### src/rtl/tcdm_pkg.sv
// Shared TCDM bank-port definitions: request layout, byte-enable constants
// and the byte-merge helper used by read-modify-write stores.
package tcdm_pkg;

  localparam int unsigned DataWidth    = 32;
  localparam int unsigned BeWidth      = DataWidth / 8;
  localparam int unsigned AddrMemWidth = 12;

  localparam logic [BeWidth-1:0] BeAllOnes = {BeWidth{1'b1}};

  // One bank request as seen at the bank port; also usable by the
  // interconnect when it aggregates request fields.
  typedef struct packed {
    logic                    wen;   // 0 = store, 1 = load
    logic [BeWidth-1:0]      be;
    logic [AddrMemWidth-1:0] addr;
    logic [DataWidth-1:0]    wdata;
  } tcdm_req_t;

  // Replace the bytes of old_word selected by be with those of new_word.
  function automatic logic [DataWidth-1:0] be_merge(
    input logic [DataWidth-1:0] old_word,
    input logic [DataWidth-1:0] new_word,
    input logic [BeWidth-1:0]   be
  );
    logic [DataWidth-1:0] res;
    res = old_word;
    for (int b = 0; b < BeWidth; b++) begin
      if (be[b]) res[8*b +: 8] = new_word[8*b +: 8];
    end
    return res;
  endfunction

endpackage

### src/rtl/tcdm_bank_rmw.sv
// TCDM bank responder over a word-only 1R1W SRAM. Loads return data one
// cycle after the request; byte-enabled stores are turned into a two-stage
// read-modify-write with one level of write-back forwarding, never stalling.
module tcdm_bank_rmw
  import tcdm_pkg::*;
#(
  parameter int unsigned DataWidth    = tcdm_pkg::DataWidth,
  parameter int unsigned BeWidth      = DataWidth / 8,
  parameter int unsigned AddrMemWidth = tcdm_pkg::AddrMemWidth
) (
  input  logic                    clk_i,
  input  logic                    rst_ni,
  input  logic                    cs_i,
  input  logic [AddrMemWidth-1:0] add_i,
  input  logic                    wen_i,
  input  logic [DataWidth-1:0]    wdata_i,
  input  logic [BeWidth-1:0]      be_i,
  output logic [DataWidth-1:0]    rdata_o,
  output logic                    mem_ren_o,
  output logic [AddrMemWidth-1:0] mem_raddr_o,
  input  logic [DataWidth-1:0]    mem_rdata_i,
  output logic                    mem_we_o,
  output logic [AddrMemWidth-1:0] mem_waddr_o,
  output logic [DataWidth-1:0]    mem_wdata_o
);

  // Stage-1 request and write-back register.
  logic                    s1_vld_q, s1_vld_d;
  tcdm_req_t               s1_req_q, s1_req_d;
  logic                    wb_vld_q, wb_vld_d;
  logic [AddrMemWidth-1:0] wb_addr_q, wb_addr_d;
  logic [DataWidth-1:0]    wb_data_q, wb_data_d;

  logic                    s1_ld, s1_st, s1_rmw;
  logic [DataWidth-1:0]    base_word;
  logic [DataWidth-1:0]    merged_word;

  // Stage 0: read the SRAM for loads and partial stores; full stores skip it.
  assign mem_ren_o   = cs_i & (wen_i | (be_i != BeAllOnes));
  assign mem_raddr_o = add_i;

  // Stage-1 capture: valid only when a request was presented.
  always_comb begin
    s1_vld_d       = cs_i;
    s1_req_d.wen   = wen_i;
    s1_req_d.be    = be_i;
    s1_req_d.addr  = add_i;
    s1_req_d.wdata = wdata_i;
  end

  // Stage 1: pick the base word, merge the store and drive the responses.
  always_comb begin
    // NOTE: every signal written here is given a default first so that no
    // path leaves it unassigned, which would otherwise infer a latch.
    s1_ld       = s1_vld_q & s1_req_q.wen;
    s1_st       = s1_vld_q & ~s1_req_q.wen;
    s1_rmw      = s1_st & (s1_req_q.be != BeAllOnes);

    // The SRAM is read-first, so a word written in the previous cycle comes
    // back stale; the write-back register holds the fresh copy.
    base_word   = (wb_vld_q && (wb_addr_q == s1_req_q.addr)) ? wb_data_q : mem_rdata_i;
    merged_word = s1_rmw ? be_merge(base_word, s1_req_q.wdata, s1_req_q.be)
                         : s1_req_q.wdata;

    rdata_o     = s1_ld ? base_word : '0;
    mem_we_o    = s1_st;
    mem_waddr_o = s1_req_q.addr;
    mem_wdata_o = merged_word;

    wb_vld_d    = s1_st;
    wb_addr_d   = s1_req_q.addr;
    wb_data_d   = merged_word;
  end

  // Control valids: cleared asynchronously so a pending store is dropped.
  always_ff @(posedge clk_i or negedge rst_ni) begin
    if (!rst_ni) begin
      s1_vld_q <= 1'b0;
      wb_vld_q <= 1'b0;
    end else begin
      s1_vld_q <= s1_vld_d;
      wb_vld_q <= wb_vld_d;
    end
  end

  // Datapath registers: only meaningful when their valid is set.
  always_ff @(posedge clk_i) begin
    // NOTE: payload registers carry no reset; their valids gate every use,
    // which keeps reset fan-out on the control bits only.
    s1_req_q  <= s1_req_d;
    wb_addr_q <= wb_addr_d;
    wb_data_q <= wb_data_d;
  end

endmodule

### config.mk
export PLATFORM = sky130hd
export DESIGN_NAME = tcdm_bank_rmw
export DESIGN_NICKNAME = d
export VERILOG_FILES = /design/src/rtl/tcdm_pkg.sv /design/src/rtl/tcdm_bank_rmw.sv
export SDC_FILE = /design/constraint.sdc
export NUM_CORES = 1
export LEC_CHECK = 0
export ABC_AREA = 0
export BUFFER_PORTS_ARGS = -buffer_cell sky130_fd_sc_hd__buf_2
export CAP_MARGIN = 40
export CORE_MARGIN = 5
export CORE_UTILIZATION = 46
export CTS_CLUSTER_DIAMETER = 80
export DETAILED_ROUTE_END_ITERATION = 10
export PLACE_DENSITY = 0.87
export SLEW_MARGIN = 5
export SYNTH_ARGS = -nofsm -noshare
export SYNTH_HDL_FRONTEND = slang
export SYNTH_SLANG_ARGS = --single-unit
### constraint.sdc
create_clock -name clk_i -period 2 [get_ports clk_i]
set_input_delay 0.3 -clock clk_i [delete_from_list [all_inputs] [get_ports clk_i]]
set_output_delay 0.3 -clock clk_i [all_outputs]
set_load 0.03 [all_outputs]
==> impl_metrics.toml, run 1 <==
[status]
outcome = "stopped before the end"
stop_stage = "5_1_grt"
stop_error = "[ERROR GRT-0232] Routing congestion too high. Check the congestion heatmap in the GUI."

[clock_tree]
cts_buffer_depth = 2
htree_levels = 3
root_buffer = "clkbuf_8"
tritoncts.num_buffers = 9
cts.sinks = 95

[yosys]
netlist_area_um2 = 3580
synth_largest_area_cell = "dfxtp_1"
synth_top_family_by_area = "compound AO/OA/AOI/OAI gates"
post_synth_fa_ha_maj_area_fraction_pct = 0
synth-seq-area-share_pct = 53.4
synthCells = 371
synth_warnings = 0
synth_compound_area_share_pct = 18.1
async_reset_ff_share_pct = 2.11
synth_cell_types = 21
yosysTopAreaCellShare_pct = 52.0
syn-num-nets = 455
synthSimpleGateAreaFrac_pct = 16.2
synth_edf_count = 0
synthTopCellsByArea = "dfxtp_1 (52%), o41ai_1 (7.8%), or4_1 (6.7%), a31oi_1 (5.6%), buf_4 (5.0%)"
synth_most_common_cell = "dfxtp_1"
synth_xor_area_share_pct = 3.14
synth_common_cells = "dfxtp_1 (93), nor2_1 (36), nand3_1 (33)"
synth.area.mux_share_pct = 0
ys.flop_type = "dfxtp_1"
synth-seq-cells = 95
avgSynthCellArea_um2 = 9.66

[floorplanning]
die_y_um = 98.3
pin_count = 174
num_rows = 32
fp.dieW_um = 98.3
start_util_pct = 46.9

[global_route]
grt-ovfl-total = 213
grt_usage_pct = 81.3
antenna_found_initial = 2
grt_start_max_net_pins = 51

[placed_design]
port_buffers = 173
dp_hpwl_um = 9520
gp_congestion = 0.877

[sta]
endpoint_type = "primary output"
grt_repair_worst_endpoint = "mem_wdata_o[22]"
[metal layers]
metal | GRT overflow | track usage, %
met4 | 80 | 89.3
met2 | 131 | 98.2
met3 | 1 | 60.9
met1 | 1 | 82.4
met5 | 0 | 10.8
[kinds of logic after synthesis]
| kind of cell | count (synthesis) |
|---|---|
| XOR/XNOR | 12 |
| AO/OA/AOI/OAI | 97 |
| flip-flops | 95 |
| buffers and inverters | 60 |
| AND/OR/NAND/NOR | 107 |
[metrics by stage]
step	hold WS, ns	setup WS [ns]	setup TNS, ns	cell area (µm²)	cells
2_1_floorplan	0.00441	-0.126	-5.73	4520	371
3_3_place_gp	0.0908	-0.237	-12.71	5960	671
4_1_cts	0.0177	-0.566	-31.50	7000	702
3_5_place_dp	0.0929	-0.334	-17.23	5960	671
[repair_timing]
action	in CTS
hold buffers	1
gates resized for setup	190
endpoints found under the hold margin	2
gates cloned	2
endpoints found under the setup margin	69
pin swaps	33
setup buffers	12
==> inputs of run 2 (changes only) <==
CORE_UTILIZATION = 40   (was 46)
CTS_CLUSTER_DIAMETER = not set   (was 80)
PLACE_DENSITY = not set   (was 0.87)
PLACE_DENSITY_LB_ADDON = 0.15   (was not set)
==> run 2 against run 1 <==
  * Area after synthesis unchanged
  * Synthesized cell count unchanged
  * The flow now finishes, with violations (negative setup slack)
==> impl_metrics.toml, run 2 <==
[yosys]
syn-num-nets = 455
synth_common_cells = "dfxtp_1 (93), nor2_1 (36), nand3_1 (33)"
synthCells = 371
async_reset_ff_share_pct = 2.11
synth_compound_area_share_pct = 18.1
synth_top_family_by_area = "compound AO/OA/AOI/OAI gates"
synth_edf_count = 0
synth_xor_area_share_pct = 3.14
synthSimpleGateAreaFrac_pct = 16.2
synth_largest_area_cell = "dfxtp_1"
synth-seq-cells = 95
avgSynthCellArea_um2 = 9.66
synth.area.mux_share_pct = 0
synth_cell_types = 21
netlist_area_um2 = 3580
synthTopCellsByArea = "dfxtp_1 (52%), o41ai_1 (7.8%), or4_1 (6.7%), a31oi_1 (5.6%), buf_4 (5.0%)"
post_synth_fa_ha_maj_area_fraction_pct = 0
synth_most_common_cell = "dfxtp_1"
yosysTopAreaCellShare_pct = 52.0
synth-seq-area-share_pct = 53.4
synth_warnings = 0
ys.flop_type = "dfxtp_1"

[drt]
antenna_left = 0
vias = 3896
drc = 0
avgRoutedWirePerCell_um = 18.9
drt-total-wl_um = 13600
dr.pass1.iters = 4
drt_iter0_drc = 126
viasPerCell = 5.43

[status]
outcome = "complete, but fails checks"
failed_checks = "negative setup slack"

[layout]
layout-drive-gt1-share_pct = 71.0
finish.utilization_pct = 82.0
area_growth_pct = 99.6
fin_area_um2 = 7150
top_register = "s1_req_q"
largest_registers = "s1_req_q x37, wb_data_q x32"
largest_reg_flops = 37
layout_common_cells = "buf_2 (110), buf_4 (87), dfxtp_1 (83), buf_6 (62), nor2_1 (33)"
fillers = 526
nets = 689
antenna_cells = 0
layout_commonest_cell = "buf_2"

[global_route]
grt_pass1_vias = 4096
antenna_found_initial = 0
grt-ovfl-total = 0
grt_start_max_net_pins = 53
grt_usage_pct = 23.2
grt_pass1_wl_um = 20800

[sta]
finalClockSkew_ns = 0.0140
hold_viol = 0
max_freq_mhz = 386
grt_setup_unrepaired = "true"
post-route-min-period_ns = 2.59
worst_slack_ns = -0.588
setup_viol = 65
report.final.slew_viol_count = 0
worst_pin_slew_ns = 0.432
finalCritPeriodShare_pct = 129
max_slew_margin_pct = 71.1

[critical_path]
r2r_slack_ns = -0.07
r2r-start = "wb_addr_q[3]"
crit_arrival_ns = 2.29
cp_max_fo = 26
worstSetupPathType = "flip-flop to output port"
crit_path_top_delay_cell = "or4_1"
end_kind = "output port"
max_stage_delay_ns = 0.61
r2r-end = "wb_data_q[31]"
crit_chain = "xnor2_2 > nand4_4 > buf_12 > or4_1 > a21oi_2 > buf_4"
cp-endpoint = "rdata_o[1]"
critical_path_required_ns = 1.70
reg2regPathDepth = 9
critPathLaunch = "wb_addr_q[3]"
startpoint_type = "flip-flop"

[clock_tree]
cts_tree = "done"
tritoncts.num_buffers = 9
clk_pin_slew_ns = 0.10
htree_levels = 3
root_buffer = "clkbuf_8"
cts_buffer_depth = 2
clk_latency_ns = 0.37
cts.sinks = 95

[placed_design]
post_dp_cell_area_um2 = 6000
port_buffers = 173
preCtsSetupSlack_ns = -0.327
gp_congestion = 0.834
dp_hpwl_um = 8770

[floorplanning]
pin_count = 174
num_rows = 34
dieArea_um2 = 11000
start_util_pct = 41.1
core-area_um2 = 8720
fp.dieW_um = 105
die_y_um = 105

[power_and_ir_drop]
ir_drop_v = 0.000468
p_int_mw = 3.23
power_density_nw_per_um2 = 666
pwr-share-clk_pct = 29.2
seq_power_share_pct = 43.4
p_leak_nw = 3.05
swShare_pct = 32.2
combPwrFrac_pct = 27.4
p_switching_mw = 1.53

[hold_path]
worstHoldPathType = "input pin to flip-flop"
min_delay_path_depth = 1

[job]
maxCapViolations = 0
[run 2: cell counts after synthesis]
Identical to the previous run, type by type.
[run 2: repair_timing]
item / 4_1_cts / 5_1_grt
pin swaps: 15 / 4
hold buffers: 1 / 6
hold endpoints to repair: 2 / 6
gates resized for setup: 166 / 19
setup endpoints to repair: 68 / 69
cloned: 2 / 1
buffers inserted: 11 / 3
[run 2: worst min-delay path by stage]
stage                               to  slack [ns]   startpoint
after global placement        wb_vld_q        0.09       rst_ni
after detailed placement      wb_vld_q        0.09       rst_ni
after CTS                 s1_req_q[27]       0.002  wdata_i[27]
after global routing       s1_req_q[2]       0.001   wdata_i[2]
after floorplan               s1_vld_q       0.004       rst_ni
final                      s1_req_q[2]        0.02   wdata_i[2]
[run 2: kinds of logic (layout without fill, tap and decap cells)]
logic type / Yosys count / after routing
AOI/OAI and AO/OA: 97 / 97
buffers and inverters: 60 / 299
DFF: 95 / 95
and+or+nand+nor: 107 / 107
xor gates and xnor gates: 12 / 12
[run 2: stage by stage]
| stage | TNS, ns | hold slack (ns) | std cells | power (mW) |
|---|---|---|---|---|
| 6_report | -33.54 | 0.0205 | 718 | 4.76 |
| 3_3_place_gp | -14.50 | 0.0896 | 678 | 3.15 |
| 3_5_place_dp | -15.85 | 0.0894 | 678 | 3.17 |
| 2_1_floorplan | -5.73 | 0.00441 | 371 | 2.74 |
| 5_1_grt | -39.35 | 0.00115 | 718 | 4.95 |
| 4_1_cts | -32.48 | 0.00208 | 708 | 4.74 |
[run 2: final cells by class]
cell class | count | area, µm² | area share (%)
Clock inverter | 7 | 92.6 | 1.29
Clock buffer | 9 | 124 | 1.73
Multi-Input combinational cell | 216 | 2550 | 35.7
Timing Repair Buffer | 282 | 2320 | 32.4
Tap cell | 108 | 135 | 1.89
Inverter | 1 | 3.75 | 0.0525
Sequential cell | 95 | 1930 | 26.9
[run 2: critical path: cells and delay by family (launching register included)]
| family | cells | cell delay (ns) |
|---|---|---|
| XOR/XNOR | 1 | 0.21 |
| buffers and inverters | 2 | 0.39 |
| AND/OR/NAND/NOR | 2 | 0.77 |
| AO/OA/AOI/OAI | 1 | 0.20 |
| flip-flops | 1 | 0.34 |
[run 2: power groups by stage]
stage          clock network [mW]  logic [mW]  registers, mW
2_1_floorplan                   0       0.660           2.08
3_3_place_gp                    0        1.06           2.09
3_5_place_dp                    0        1.07           2.10
4_1_cts                      1.42        1.26           2.06
5_1_grt                      1.50        1.37           2.08
6_report                     1.39        1.31           2.06
[run 2: metal layers]
layer  global-route usage (%)  routed length (µm)  vias to the layer above
li1                         -                   -                     1840
met1                     27.6                5580                     1911
met2                     41.0                7030                      134
met3                     5.61                 831                       11
met4                     7.40                 129                        0
met5                        0                   0                        -
No activity file was read; power rests on OpenSTA's default activity.
==> inputs of run 3 (changes only) <==
BUFFER_PORTS_ARGS = not set   (was -buffer_cell sky130_fd_sc_hd__buf_2)
DONT_BUFFER_PORTS = 1   (was not set)
==> run 3 against run 2 <==
  * The run still ends with negative setup slack left
  * Non-clock buffer count decreased by 112
  * Combinational power decreased by 15%
  * Critical path depth decreased by 1
  * Total power down 6.8%
  * Via count decreased by 11%
  * Wire length down 4.6%
  * Cell count down 16%
  * Global-route usage fell by 0.58 points
  * Maximum frequency up 2.5%
  * Flip-flop and latch count stayed put
  * Die area stayed put
  * First-iteration DRC count increased by 13%
  * Critical path type unchanged
  * Largest power group unchanged
==> impl_metrics.toml, run 3 (synthesis gave the netlist of run 2 again) <==
[status]
outcome = "complete, but fails checks"
failed_checks = "negative setup slack"

[sta]
max_slew_margin_pct = 72.7
post-route-min-period_ns = 2.53
grt_setup_unrepaired = "true"
max_freq_mhz = 396
finalClockSkew_ns = 0.0186
worst_pin_slew_ns = 0.408
report.final.slew_viol_count = 0
setup_viol = 67
hold_viol = 0
worst_slack_ns = -0.526
finalCritPeriodShare_pct = 126

[drt]
dr.pass1.iters = 4
viasPerCell = 5.74
avgRoutedWirePerCell_um = 21.4
drt-total-wl_um = 13000
drt_iter0_drc = 143
antenna_left = 0
drc = 0
vias = 3477

[layout]
area_growth_pct = 86.3
nets = 577
layout-drive-gt1-share_pct = 57.6
layout_common_cells = "dfxtp_1 (80), buf_4 (65), dlygate4sd3_1 (51), buf_6 (38), nor2_1 (33)"
largest_reg_flops = 37
top_register = "s1_req_q"
antenna_cells = 0
layout_commonest_cell = "dfxtp_1"
largest_registers = "s1_req_q x37, wb_data_q x32"
finish.utilization_pct = 76.6

[job]
maxCapViolations = 0

[critical_path]
worstSetupPathType = "flip-flop to output port"
crit_arrival_ns = 2.23
critical_path_required_ns = 1.70
cp_max_fo = 28
startpoint_type = "flip-flop"
end_kind = "output port"

[clock_tree]
cts_buffer_depth = 2
root_buffer = "clkbuf_8"
cts.sinks = 95
clk_latency_ns = 0.37
tritoncts.num_buffers = 9
cts_tree = "done"
htree_levels = 3
clk_pin_slew_ns = 0.11

[global_route]
grt-ovfl-total = 0
antenna_found_initial = 0
grt_usage_pct = 22.6
grt_start_max_net_pins = 34
grt_pass1_wl_um = 20100
grt_pass1_vias = 3683

[placed_design]
dp_hpwl_um = 7890
port_buffers = 0
gp_congestion = 0.807
preCtsSetupSlack_ns = -0.241

[power_and_ir_drop]
ir_drop_v = 0.000538
p_leak_nw = 2.61
p_total_mw = 4.44
power_density_nw_per_um2 = 665

[floorplanning]
pin_count = 174
num_rows = 34
die_y_um = 105
start_util_pct = 41.1
core-area_um2 = 8720
fp.dieW_um = 105
dieArea_um2 = 11000

[hold_path]
worstHoldPathType = "input pin to asynchronous set/reset pin"
[run 3: metrics by stage]
step	cell area, µm²	hold WS [ns]	cells	TNS (ns)
final	6680	0.149	606	-29.99
after detailed placement	5290	0.00451	524	-11.04
after floorplan	4520	0.00441	371	-5.73
after global placement	5290	0.00452	524	-10.45
after global routing	6680	0.126	606	-38.01
after CTS	6460	0.133	596	-29.96
[run 3: layout make-up]
cell class,count,area (µm²)
Clock inverter,7,76.3
Sequential cell,95,1930
Inverter,1,3.75
Fill cell,533,2040
Multi-Input combinational cell,216,2640
Clock buffer,9,124
Tap cell,108,135
Timing Repair Buffer,170,1770
[run 3: worst paths after layout]
kind,start,to,slack (ns),cells after the start
max,mem_waddr_o[7],mem_wdata_o[27],-0.53,5
min in group clk_i,mem_rdata_i[13],wb_data_q[13],0.18,2
min reg2reg,mem_waddr_o[8],wb_addr_q[8],0.54,1
min,rst_ni,s1_vld_q,0.15,1
max in group asynchronous,rst_ni,wb_vld_q,1.73,1
max reg2reg,mem_waddr_o[7],wb_data_q[21],-0.07,6
[run 3: critical path, cell delays in order, from the launching register on]
cell and delay, ns:
dfxtp_2 0.36, xnor2_2 0.20, nand4_4 0.15, buf_12 0.20, or4_4 0.57, a31oi_4 0.37
[run 3: power breakdown]
| group | switching, mW | internal, mW |
|---|---|---|
| clock | 0.772 | 0.493 |
| sequential | 0.0544 | 2.01 |
| combinational | 0.630 | 0.477 |
| total | 1.46 | 2.98 |
[run 3: repair_timing]
item,4_1_cts,5_1_grt
endpoints found under the setup margin,87,81
buffers inserted,4,8
endpoints found under the hold margin,52,0
resized for setup,95,18
hold buffers,51,0
cloned,1,2
pin swaps,42,14
[run 3: metal layers]
metal  global-route usage [%]  routed length (µm)
met1                     27.1                5070
met4                     4.66                  92
met2                     39.0                6730
met3                     8.08                1060
met5                        0                   0
